## src/rtl/ahb3lite_pkg.sv

```systemverilog
// Shared AHB3-Lite encodings and widths for the interconnect's masters and slaves.
package ahb3lite_pkg;

  localparam int unsigned HTRANS_SIZE = 2;
  localparam int unsigned HSIZE_SIZE  = 3;
  localparam int unsigned HBURST_SIZE = 3;
  localparam int unsigned HPROT_SIZE  = 4;

  localparam logic [HTRANS_SIZE-1:0] HTRANS_IDLE   = 2'b00;
  localparam logic [HTRANS_SIZE-1:0] HTRANS_NONSEQ = 2'b10;

  localparam logic HRESP_OKAY  = 1'b0;
  localparam logic HRESP_ERROR = 1'b1;

  localparam logic [HBURST_SIZE-1:0] HBURST_SINGLE = 3'b000;

  localparam logic [HSIZE_SIZE-1:0] HSIZE_BYTE  = 3'b000;
  localparam logic [HSIZE_SIZE-1:0] HSIZE_HWORD = 3'b001;
  localparam logic [HSIZE_SIZE-1:0] HSIZE_WORD  = 3'b010;

  // Default command-stream widths; a master built with other widths declares the same shape locally.
  localparam int unsigned CMD_ADDR_SIZE = 32;
  localparam int unsigned CMD_DATA_SIZE = 32;

  typedef struct packed {
    logic                     write;
    logic [CMD_ADDR_SIZE-1:0] addr;
    logic [HSIZE_SIZE-1:0]    size;
    logic [CMD_DATA_SIZE-1:0] wdata;
  } ahb3lite_cmd_t;

endpackage

```

## src/rtl/ahb3lite_cmd_master.sv

```systemverilog
// AHB3-Lite initiator: turns a valid/ready command stream into pipelined SINGLE transfers
// and returns one response beat per completed data phase, in command order.
module ahb3lite_cmd_master
  import ahb3lite_pkg::*;
#(
  parameter int unsigned           HADDR_SIZE = 32,
  parameter int unsigned           HDATA_SIZE = 32,
  parameter logic [HPROT_SIZE-1:0] HPROT_VAL  = 4'b0011
) (
  input  logic                   HCLK,
  input  logic                   HRESET,

  input  logic                   cmd_valid,
  output logic                   cmd_ready,
  input  logic                   cmd_write,
  input  logic [HADDR_SIZE-1:0]  cmd_addr,
  input  logic [HSIZE_SIZE-1:0]  cmd_size,
  input  logic [HDATA_SIZE-1:0]  cmd_wdata,

  output logic                   rsp_valid,
  output logic                   rsp_err,
  output logic [HDATA_SIZE-1:0]  rsp_rdata,

  output logic [HADDR_SIZE-1:0]  HADDR,
  output logic [HTRANS_SIZE-1:0] HTRANS,
  output logic                   HWRITE,
  output logic [HSIZE_SIZE-1:0]  HSIZE,
  output logic [HBURST_SIZE-1:0] HBURST,
  output logic [HPROT_SIZE-1:0]  HPROT,
  output logic                   HMASTLOCK,
  output logic [HDATA_SIZE-1:0]  HWDATA,
  input  logic [HDATA_SIZE-1:0]  HRDATA,
  input  logic                   HREADY,
  input  logic                   HRESP
);

  typedef struct packed {
    logic                  write;
    logic [HADDR_SIZE-1:0] addr;
    logic [HSIZE_SIZE-1:0] size;
    logic [HDATA_SIZE-1:0] wdata;
  } cmd_t;

  logic                  ap_valid_q, ap_valid_d;
  cmd_t                  ap_q, ap_d;
  logic                  dp_valid_q, dp_valid_d;
  logic                  dp_write_q, dp_write_d;
  logic [HDATA_SIZE-1:0] dp_wdata_q, dp_wdata_d;
  logic                  err_hold_q, err_hold_d;
  logic                  rsp_valid_q, rsp_valid_d;
  logic                  rsp_err_q, rsp_err_d;
  logic [HDATA_SIZE-1:0] rsp_rdata_q, rsp_rdata_d;

  logic dp_err, adv, accept, dp_done;

  always_comb begin
    dp_err    = dp_valid_q & (HRESP == HRESP_ERROR);
    // err_hold also blocks advance so a slave that drops ERROR early cannot promote a
    // cancelled address phase into the data phase.
    adv       = HREADY & ~dp_err & ~err_hold_q;
    cmd_ready = ~HRESET & ~err_hold_q & (~ap_valid_q | adv);
    accept    = cmd_valid & cmd_ready;
    dp_done   = dp_valid_q & HREADY;

    ap_valid_d = ap_valid_q;
    ap_d       = ap_q;
    dp_valid_d = dp_valid_q;
    dp_write_d = dp_write_q;
    dp_wdata_d = dp_wdata_q;

    if (adv) begin
      dp_valid_d = ap_valid_q;
      dp_write_d = ap_q.write;
      dp_wdata_d = ap_q.wdata;
      ap_valid_d = 1'b0;
    end else if (dp_done) begin
      dp_valid_d = 1'b0;
    end

    if (accept) begin
      ap_valid_d = 1'b1;
      ap_d       = '{write: cmd_write, addr: cmd_addr, size: cmd_size, wdata: cmd_wdata};
    end

    err_hold_d = err_hold_q;
    if (HREADY) begin
      err_hold_d = 1'b0;
    end else if (dp_err) begin
      err_hold_d = 1'b1;
    end

    rsp_valid_d = dp_done;
    rsp_err_d   = dp_done & (HRESP == HRESP_ERROR);
    rsp_rdata_d = (dp_done & ~dp_write_q & (HRESP == HRESP_OKAY)) ? HRDATA : '0;
  end

  always_ff @(posedge HCLK) begin
    if (HRESET) begin
      ap_valid_q  <= 1'b0;
      ap_q        <= '0;
      dp_valid_q  <= 1'b0;
      dp_write_q  <= 1'b0;
      dp_wdata_q  <= '0;
      err_hold_q  <= 1'b0;
      rsp_valid_q <= 1'b0;
      rsp_err_q   <= 1'b0;
      rsp_rdata_q <= '0;
    end else begin
      ap_valid_q  <= ap_valid_d;
      ap_q        <= ap_d;
      dp_valid_q  <= dp_valid_d;
      dp_write_q  <= dp_write_d;
      dp_wdata_q  <= dp_wdata_d;
      err_hold_q  <= err_hold_d;
      rsp_valid_q <= rsp_valid_d;
      rsp_err_q   <= rsp_err_d;
      rsp_rdata_q <= rsp_rdata_d;
    end
  end

  // IDLE during the second ERROR cycle cancels the pipelined address phase; AP is retained.
  assign HTRANS    = (ap_valid_q & ~err_hold_q) ? HTRANS_NONSEQ : HTRANS_IDLE;
  assign HADDR     = ap_q.addr;
  assign HWRITE    = ap_q.write;
  assign HSIZE     = ap_q.size;
  assign HBURST    = HBURST_SINGLE;
  assign HPROT     = HPROT_VAL;
  assign HMASTLOCK = 1'b0;
  assign HWDATA    = dp_wdata_q;

  assign rsp_valid = rsp_valid_q;
  assign rsp_err   = rsp_err_q;
  assign rsp_rdata = rsp_rdata_q;

endmodule
```

## config.mk

```make
export PLATFORM = sky130hd
export DESIGN_NAME = ahb3lite_cmd_master
export DESIGN_NICKNAME = d
export VERILOG_FILES = /design/src/rtl/ahb3lite_pkg.sv /design/src/rtl/ahb3lite_cmd_master.sv
export SDC_FILE = /design/constraint.sdc
export NUM_CORES = 1
export LEC_CHECK = 0
export CORE_MARGIN = 2
export CORE_UTILIZATION = 44
export CTS_BUF_LIST = sky130_fd_sc_hd__clkbuf_8 sky130_fd_sc_hd__clkbuf_16
export DETAILED_ROUTE_END_ITERATION = 16
export PLACE_DENSITY = 0.88
export SETUP_SLACK_MARGIN = 0.05
export SLEW_MARGIN = 5
export SYNTH_ARGS = -nofsm -noshare
export SYNTH_HDL_FRONTEND = slang
export SYNTH_SLANG_ARGS = --single-unit
```

## constraint.sdc

```tcl
create_clock -name HCLK -period 1.95 [get_ports HCLK]
set_input_delay 0.39 -clock HCLK [delete_from_list [all_inputs] [get_ports HCLK]]
set_output_delay 0.39 -clock HCLK [all_outputs]
set_load 0.1 [all_outputs]
```

# [Word level (Yosys, flattened, before mapping)]
# Cells that the tools add are included.
[op_classes] add_sub_neg=0 mul=0 n_div=0 order_cmp=0 n_eq_ne=0 shift=0 mux=5 bitwise_logic=19 reduce_logical=4
[ops] operator="AND 1 bit" n=11
[ops] operator="inverter 1 bit" n=7
[ops] operator="two-way mux 1 bit" n=4
[ops] operator="nonzero test 2 bit" n=2
[ops] operator="OR reduction 2 bit" n=2
[ops] operator="two-way mux 2 bit" n=1
[ops] operator="OR 1 bit" n=1
[totals] reg_bits=138 latchBits=0 ram_bits=0 romBits=0 in_bits=105 out_inout_bits=113 word_cells=40 mem_count=0

# [Longest topological paths before layout]
# Gate-level depths: netlist of the first run.
[depth] ltp_word=8 mapped_depth=7 ltp_nobuf=3

# [Worst setup path before layout of the first run]
# Ideal clock, no wire load.
[synth_path] kind="input port to output port" start="input port HRESET" end="output port cmd_ready" t_arrival_ns=3.122 required_time_ns=1.560 path_slack_ns=-1.562 cell_stages=5 path_buffers=3 path_cell_list="buf_6 -> or2_1 -> buf_2 -> clkbuf_1 -> nor3_1"
[synth_via] elab_chain_len=3
[synth_lines] element="start: declaration" line_no="ahb3lite_cmd_master.sv:11" rtl="input logic HRESET,"
[synth_lines] element="inverter 1 bit" line_no="ahb3lite_cmd_master.sv:61" rtl="cmd_ready = ~HRESET & ~err_hold_q & (~ap_valid_q | adv);"
[synth_lines] element="AND 1 bit (2 in a row)" line_no="ahb3lite_cmd_master.sv:61"
[synth_lines] element="end: declaration" line_no="ahb3lite_cmd_master.sv:14" rtl="output logic cmd_ready,"
# Every way passes these cells.

# [Final worst setup path of the first run]
[layout_path] start="input port HRESP" end="output port cmd_ready"
[layout_via] elab_chain_len=6
[layout_lines] element="start: declaration" line_no="ahb3lite_cmd_master.sv:34" rtl="input logic HRESP"
[layout_lines] element="AND 1 bit" line_no="ahb3lite_cmd_master.sv:57" rtl="dp_err = dp_valid_q & (HRESP == HRESP_ERROR);"
[layout_lines] element="inverter 1 bit" line_no="ahb3lite_cmd_master.sv:60" rtl="adv = HREADY & ~dp_err & ~err_hold_q;"
[layout_lines] element="AND 1 bit (2 in a row)" line_no="ahb3lite_cmd_master.sv:60"
[layout_lines] element="OR 1 bit" line_no="ahb3lite_cmd_master.sv:61"
[layout_lines] element="AND 1 bit" line_no="ahb3lite_cmd_master.sv:61"
# Every way passes these cells.

==> impl_results.md, run 1 <==
- WS Path Type: in2out
- Pwr Total: 7.41 mW
- Post-route ant nets: 0
- Die Span X: around 120 um
- Crit-path max FO: 3
- Syn Std Cell Area: 5790 um^2
- Netlist cell types: 28
- Initial Util: 0.455
- Placer Congestion: ~0.81
- Vias in the first global route: 5308
- TritonCTS Sinks: 138
- Worst-path clk slew: 50 ps
- Placement Setup Slack: -40.1 ps
- Power Density: just over 900 nW/um^2
- Unrepaired setup endpoints after global routing: no
- GRT overflow: 0
- Number of hold buffers added after cts: 0
- GRT Resource Usage Total: 0.236
- First-pass GRT wire length: between 20 and 30 mm
- Worst Hold Class: in2reg
- Cell Chain, Critical Path: clkdlybuf4s50_1 > and3_4 > nor3_4 > buf_12
- Family with the most delay on the worst path: buffers and inverters
- Hold path depth: 3
- Residual DRC count: 0
- CP Launch Type: primary input
- Buf+Inv Stages, Crit Path: 2
- Initial DRC Count: 410
- Worst Path Required: between 1500 and 2000 ps
- Routed len/inst: between 15 and 20 um
- Pins over their slew limit: 0
- Finished Layout Cells: 945
- Avg Vias per Cell: 5.73
- N_diodes: 0
- Setup slack, reg-to-reg: 320 ps
- Mapped Cells: ~620
- CP max stage cell: clkdlybuf4s50_1
- Largest net degree at the start of global routing: 63
- Fraction of layout cells with a size suffix above 1: 0.238
- CTS tree: yes
- Post-synth top area share: 0.477
- Root buffer cell: clkbuf_16
- Reg2reg path depth: 4
- Die Area: about 14000 um^2
- Row cnt: slightly above 40
- Inserted Clock Buffers: 17
- Setup ws final: roughly 96 ps
- Antenna violations before repair: 0
- Routed vias: between 5k and 6k
- Max incr delay on CP: 450 ps
- Worst-case clock buffer depth: 2
- Synth cell count leaders: dfxtp_1 (138), a21oi_1 (104), o211ai_1 (68)
- Setup crit end kind: output port
- IR drop worst, VDD: approximately 550 uV
- Yosys reg bits: about 140
- Final Util: 0.640
- Hpwl dp: roughly 11 mm
- Pleak: 3.04 nW
- Io pins: around 220
- Port Buf Inserts: ~210
- Crit path depth: 4
- Clk_skew: between 7 and 8 ps
- Setup violation total in the final timing report: 0
- WL final: about 17 mm
- Most common cell in the netlist: dfxtp_1
- FILL cells: around 1.0k
- Seq/Total Area, Yosys: 0.477
- Clock Latency Late Sink: 420 ps
- Die height: around 120 um
- Synth Area per Inst: just over 9 um^2
- Endpoints failing hold: 0
- Area growth, synth to finish: 40.4%
- Highest clock rate: approximately 540 MHz
- Async set-reset flop share out of synthesis: 0
- EDFF count, synth: 0
- Arr. time, crit path: roughly 1500 ps
- Status: complete, no violations
- Fin crit share: 0.951
- H-tree Lvls: 4
- Max-cap violations: 0
- Nets: about 870
- DP Cell Count: slightly above 900
- Primary FF master, synth: dfxtp_1
- Pre-antenna DRT Iters: 7
- Yosys warning count: 0
- Slew headroom: 0.337
- Minimum clock period: 1850 ps
- Largest area contributor in the netlist: dfxtp_1
- Core ar.: 12700 um^2
- Worst-Margin Slew: 994 ps
- Top cells by area, synth: dfxtp_1 (48%), a21oi_1 (9.0%), o211ai_1 (8.8%), o41ai_1 (8.8%), buf_4 (5.7%)
-- worst reg2reg max path, delay by kind of cell, from the launching register on --
kind,cells,cell delay [ps]
buffers and inverters,1,270
DFF,1,310
and+or+nand+nor,1,280
AOI/OAI and AO/OA,2,630
-- logic make-up after synthesis --
logic type,after synthesis,synth area share
buffers and inverters,127,0.119
and+or+nand+nor,79,0.0769
AOI/OAI and AO/OA,276,0.326
DFF,138,0.477
other,2,0.00130
-- what timing repair did --
action / in CTS / in global routing
resized for setup: 1 / 1
buffers inserted: 0 / 0
pin swaps: 1 / 1
setup endpoints to repair: 1 / 1
-- path summary, 6_finish.rpt --
path / startpoint / endpoint
min reg2reg: HADDR[0] / HADDR[0]
max reg2reg: err_hold_q / ap_q[11]
min: HREADY / dp_valid_q
max: HRESP / cmd_ready
-- metrics by stage --
stage	TNS [ps]	hold WS, ps	cell area [um^2]
global placement	0	446	7540
finish	0	349	8140
CTS	0	333	8130
floorplan	-319	440	5830
detailed placement	-68.8	455	7540
global route	0	364	8140
-- cells in the final DEF, fill, tap and decap left out, drive strengths merged, types with 2 or more instances in the layout --
cell and instances:
a21oi 104, and2 33, buf 134, bufinv 2, clkbuf 22, clkdlybuf4s50 102, clkinv 4, conb 9
dfxtp 138, inv 6, nand2 2, nand3 34, nor2 2, nor3 2, o211ai 68, o21ai 34
o41ai 68
-- area by class of cell --
class / instances / area, um^2 / area share
flip-flops and latches: 138 / 2760 / 0.340
multi-input cells: 364 / 2430 / 0.299
repair buffers: 236 / 2120 / 0.261
clock buffers: 22 / 494 / 0.0607
well taps: 172 / 215 / 0.0264
clock inverters: 10 / 98.8 / 0.0121
inverters: 3 / 11.3 / 0.00138
-- registers in the layout (all words and copies together), names as in the netlist --
signal,count
err_hold_q,1
dp_valid_q,1
ap_valid_q,1
dp_write_q,1
HSIZE,3
HADDR,32
ap_q,32
rsp_err,1
HWRITE,1
rsp_rdata,32
rsp_valid,1
HWDATA,32
-- metal layers --
layer | track usage | up-vias | part of all wire
li1 | - | 2557 | -
met1 | 0.274 | 2552 | 0.39
met2 | 0.404 | 280 | 0.51
met3 | 0.0690 | 25 | 0.085
met4 | 0.0967 | 0 | 0.020
met5 | 0 | - | 0
-- power by group --
group          internal [mW]  switching [mW]  total, mW  leakage (nW)
logic                  0.405           0.854       1.26          1.61
registers               2.91          0.0524       2.96          1.12
clock network           2.03            1.16       3.19         0.305
Power figures use the tool's default switching activity.
==> inputs of run 2 (changes only) <==
==> constraint.sdc (replaced) <==
create_clock -name HCLK -period 1.95 [get_ports HCLK]
set_input_delay 0.195 -clock HCLK [delete_from_list [all_inputs] [get_ports HCLK]]
set_output_delay 0.195 -clock HCLK [all_outputs]
set_load 0.1 [all_outputs]
==> run 2 against run 1 <==
Net effect:
- cell area increased by 0.63%
- sequential power about the same
- largest cell class unchanged
- flip-flop and latch count is the same
- die area unchanged
- highest routed layer unchanged
==> impl_results.md, run 2 (synthesis gave the netlist of run 1 again) <==
- Status: complete, no violations
- Io pins: roughly 220
- Slew headroom: 0.312
- Fin crit share: 0.948
- Nets: 864
- Vias in the first global route: roughly 5.4k
- Initial DRC Count: around 340
- Reg-to-reg endpoint: HADDR[26]
- GRT overflow: 0
- Arr. time, crit path: around 1700 ps
- Pins over their slew limit: 0
- Root buffer cell: clkbuf_16
- Endpoints failing hold: 0
- Routed len/inst: between 15 and 20 um
- Die Area: 14100 um^2
- IR drop worst, VDD: ~550 uV
- Setup violation total in the final timing report: 0
- Unrepaired setup endpoints after global routing: no
- Reg2reg path depth: 4
- Row cnt: 41
- WHS Endpoint: HADDR[9]
- Worst Path Required: approximately 1800 ps
- Final hold slack: about 160 ps
- Power Density: 903 nW/um^2
- CP Launch Type: flip-flop
- H-tree Lvls: 4
- Setup TNS: 0 ps
- Clk_skew: between 10 and 15 ps
- Routed vias: 5367
- Setup slack, reg-to-reg: ~300 ps
- Setup ws final: 101 ps
- R2r startpoint: err_hold_q
- Area growth, synth to finish: 41.3%
- Initial Util: 0.455
- Cell Chain, Critical Path: or2_4 > buf_12 > nor3_4 > buf_12
- FILL cells: approximately 1k
- Hold path depth: 2
- Crit-path max FO: 15
- Residual DRC count: 0
- Largest net degree at the start of global routing: 62
- Hpwl dp: between 10 and 15 mm
- Pre-antenna DRT Iters: 5
- Pleak: between 3 and 4 nW
- Family with the most delay on the worst path: simple AND/OR/NAND/NOR gates
- Pwr Total: roughly 7.4 mW
- N_diodes: 0
- WL final: approximately 17 mm
- Minimum clock period: 1850 ps
- Antenna violations before repair: 0
- Post-route ant nets: 0
- Commonest non-fill, non-tap cell in the layout: dfxtp_1
- Avg Vias per Cell: around 5.7
- Die height: between 100 and 150 um
- Hold_sp: HRESET
- Core ar.: 12700 um^2
- Buf+Inv Stages, Crit Path: 2
- First-pass GRT wire length: roughly 27 mm
- Highest clock rate: 541 MHz
- CP max stage cell: dfxtp_4
- Final Util: 0.644
- CTS tree: yes
- Placement Setup Slack: a little over 200 ps
- Worst-case clock buffer depth: 2
- Fraction of layout cells with a size suffix above 1: 0.242
- WS Path Type: reg2out
- GRT Resource Usage Total: 0.238
- Placer Congestion: about 0.8
- Inserted Clock Buffers: 17
- Worst-path clk slew: approximately 60 ps
- Die Span X: roughly 120 um
- Cell mode on critical path: buf_12
- Worst Hold Class: in2reg
- Port Buf Inserts: ~210
- Max incr delay on CP: ~380 ps
- Setup crit end kind: output port
- Max-cap violations: 0
- Most frequent cells in the layout: dfxtp_1 (136), buf_4 (120), a21oi_1 (103)
- TritonCTS Sinks: 138
- Worst-Margin Slew: 1030 ps
- Clock Latency Late Sink: 420 ps
-- run 2: cell types whose count changed in the layout (fill, tap and decap cells not counted) --
cell        change
dfxtp_1         -2
dfxtp_2         +1
clkbuf_16       +2
clkinv_4        +2
dfxtp_4         +1
and3_4          -1
clkinvlp_4      +2
clkbuf_8        -2
buf_12          +2
and3_2          +1
buf_4           -5
inv_1           -2
-- run 2: repair_timing --
action | CTS | global route
setup buffers | 1 | 0
hold buffers | 0 | 0
pin swaps | 1 | 2
gates cloned | 0 | 2
resized for setup | 5 | 2
endpoints found under the setup margin | 1 | 1
-- run 2: stage by stage --
stage	instance area, um^2	instances
global placement	7520	909
finish	8190	944
CTS	8130	942
floorplan	5830	629
global route	8190	944
detailed placement	7520	909
-- run 2: cell type report --
class / count / area (um^2) / area share
Inverter: 3 / 11.3 / 0.00138
Clock inverter: 12 / 124 / 0.0151
Tap cell: 172 / 215 / 0.0263
Multi-Input combinational cell: 364 / 2430 / 0.296
Sequential cell: 138 / 2770 / 0.338
Clock buffer: 20 / 467 / 0.0570
Timing Repair Buffer: 235 / 2180 / 0.266
-- run 2: worst max path at each step --
stage                          start       endpoint  slack (ps)  cells past startpoint
final                     err_hold_q      cmd_ready         100                      4
after floorplan           err_hold_q      cmd_ready          10                      4
after global placement         HRESP  rsp_rdata[26]         260                      5
after global routing      err_hold_q      cmd_ready          60                      4
after detailed placement      HREADY     HWDATA[30]         200                      4
after CTS                 err_hold_q      cmd_ready          50                      4
-- run 2: power breakdown --
| part | internal, mW | leakage (nW) | total [mW] | switching [mW] |
|---|---|---|---|---|
| Sequential | 2.91 | 1.12 | 2.96 | 0.0542 |
| Clock | 1.97 | 0.289 | 3.16 | 1.19 |
| Combinational | 0.413 | 1.63 | 1.27 | 0.856 |
-- run 2: per-layer routing --
metal	global-route usage	part of all wire	wire, um	vias to the layer above
li1	-	-	-	2559
met1	0.287	0.40	6930	2513
met2	0.398	0.50	8620	269
met3	0.0695	0.075	1290	26
met4	0.0952	0.021	355	0
met5	0	0	0	-
-- run 2: worst register-to-register path, delay by kind of cell, from the launching register on --
| family | cells | cell delay [ps] |
|---|---|---|
| buffers and inverters | 1 | 270 |
| AOI/OAI and AO/OA | 2 | 580 |
| and+or+nand+nor | 1 | 270 |
| DFF | 1 | 380 |
==> inputs of run 3 (changes only) <==
--- a/config.mk
+++ b/config.mk
@@ -5,6 +5,7 @@
 export SDC_FILE = /design/constraint.sdc
 export NUM_CORES = 1
 export LEC_CHECK = 0
+export CORE_ASPECT_RATIO = 1.4
 export CORE_MARGIN = 2
 export CORE_UTILIZATION = 44
 export CTS_BUF_LIST = sky130_fd_sc_hd__clkbuf_8 sky130_fd_sc_hd__clkbuf_16
==> run 3 against run 2 <==
Net effect:
- sequential power barely moved
- fmax increased by 0.35%
- sequential share of layout area increased by 0.29 points
- utilization shrank 1.4 points
- hold slack worse by 12 ps
- global-route usage shrank 0.71 points
- count of clock-buffer cells in the layout is 2 higher
- via count increased by 0.19%
- final cell count shrank 2.4%
- routed wire length down 3.7%
==> impl_results.md, run 3 (synthesis gave the netlist of run 1 again) <==
- Pleak: between 3 and 4 nW
- Endpoints failing hold: 0
- Unrepaired setup endpoints after global routing: no
- Inserted Clock Buffers: 17
- IR drop worst, VDD: between 500 and 600 uV
- Area growth, synth to finish: 39.9%
- Die Span X: roughly 100 um
- Die height: 140 um
- Slew headroom: 0.350
- Sequential cell area: 2760 um^2
- Largest net degree at the start of global routing: 78
- Die Area: around 14000 um^2
- Commonest non-fill, non-tap cell in the layout: dfxtp_1
- GRT Resource Usage Total: 0.231
- Post-route ant nets: 0
- Clock Latency Late Sink: 410 ps
- Number of hold buffers added after cts: 0
- Row cnt: 49
- GRT overflow: 0
- Hpwl dp: around 11 mm
- Hold path depth: 2
- Worst-path clk slew: approximately 60 ps
- Multi-input gate area: 2420 um^2
- CTS tree: yes
- Routed len/inst: roughly 18 um
- Root buffer cell: clkbuf_16
- WHS Endpoint: err_hold_q
- Worst Hold Class: in2reg
- Buf+Inv Stages, Crit Path: 1
- Dpl cell area: about 7500 um^2
- Post-CTS resize count: 3
- Fraction of layout cells with a size suffix above 1: 0.237
- Reg-to-reg endpoint: ap_q[15]
- Fin crit share: 0.945
- First-pass GRT wire length: 26.3 mm
- Max-cap violations: 0
- Worst-Margin Slew: approximately 970 ps
- Initial Util: 0.450
- Clk_skew: ~7.0 ps
- Setup violation total in the final timing report: 0
- Crit path depth: 3
- Placement Setup Slack: 102 ps
- WL final: about 17 mm
- R2r startpoint: err_hold_q
- Vias in the first global route: 5411
- Worst Path Required: 1750 ps
- Initial DRC Count: 517
- Max incr delay on CP: 510 ps
- FILL cells: just over 1k
- Avg Vias per Cell: approximately 6
- Routed vias: 5377
- N_diodes: 0
- Setup slack, reg-to-reg: around 160 ps
- Antenna violations before repair: 0
- WS Path Type: reg2out
- Io pins: 218
- Setup ws final: ~110 ps
- Final Util: 0.630
- Setup TNS: 0 ps
- Port Buf Inserts: about 210
- Status: complete, no violations
- Crit-path max FO: 10
- Setup crit end kind: output port
- Worst-case clock buffer depth: 2
- Cell Chain, Critical Path: and3_2 > nor3_4 > buf_12
- Most frequent cells in the layout: dfxtp_1 (137), buf_4 (117), a21oi_1 (103)
- Residual DRC count: 0
- Family with the most delay on the worst path: simple AND/OR/NAND/NOR gates
- Arr. time, crit path: ~1700 ps
- Final hold slack: between 100 and 150 ps
- TritonCTS Sinks: between 100 and 150
- Post-CTS Setup Bufs: 0
- Finished Cell Area: 8110 um^2
- CP max stage cell: dfxtp_1
- Nets: between 800 and 900
- Pins over their slew limit: 0
- Finished Layout Cells: 921
- Pre-antenna DRT Iters: 5
- Hold_sp: HREADY
- H-tree Lvls: 4
- DP Cell Count: 889
- CP Launch Type: flip-flop
- Placer Congestion: between 0.8 and 0.9
- Reg2reg path depth: 4
- Power Density: between 900 and 1000 nW/um^2
- Minimum clock period: roughly 1800 ps
- Highest clock rate: around 540 MHz
- Pwr Total: 7.45 mW
- Core ar.: 12900 um^2
[run 3: worst max path at each step]
| stage | from | to | slack, ps |
|---|---|---|---|
| floorplan | err_hold_q | cmd_ready | 10 |
| global placement | HRESP | ap_q[5] | 200 |
| detailed placement | HRESP | HADDR[18] | 100 |
| CTS | dp_valid_q | cmd_ready | 90 |
| global route | err_hold_q | cmd_ready | 50 |
| finish | dp_valid_q | cmd_ready | 110 |
[run 3: power by group]
group	internal [mW]	total (mW)	switching, mW
Combinational	0.400	1.25	0.851
Sequential	2.91	2.96	0.0534
Clock	2.05	3.23	1.18
[run 3: per-layer routing]
metal / up-vias / global-route usage / share of wire
li1: 2541 / - / -
met1: 2536 / 0.266 / 0.38
met2: 259 / 0.397 / 0.51
met3: 41 / 0.0588 / 0.073
met4: 0 / 0.107 / 0.030
met5: - / 0 / 0
[run 3: area by class of cell]
| type | count | share of cell area |
|---|---|---|
| Clock inverter | 10 | 0.0142 |
| Inverter | 3 | 0.00139 |
| Tap cell | 153 | 0.0236 |
| Sequential cell | 138 | 0.341 |
| Multi-Input combinational cell | 364 | 0.299 |
| Clock buffer | 22 | 0.0610 |
| Timing Repair Buffer | 231 | 0.260 |
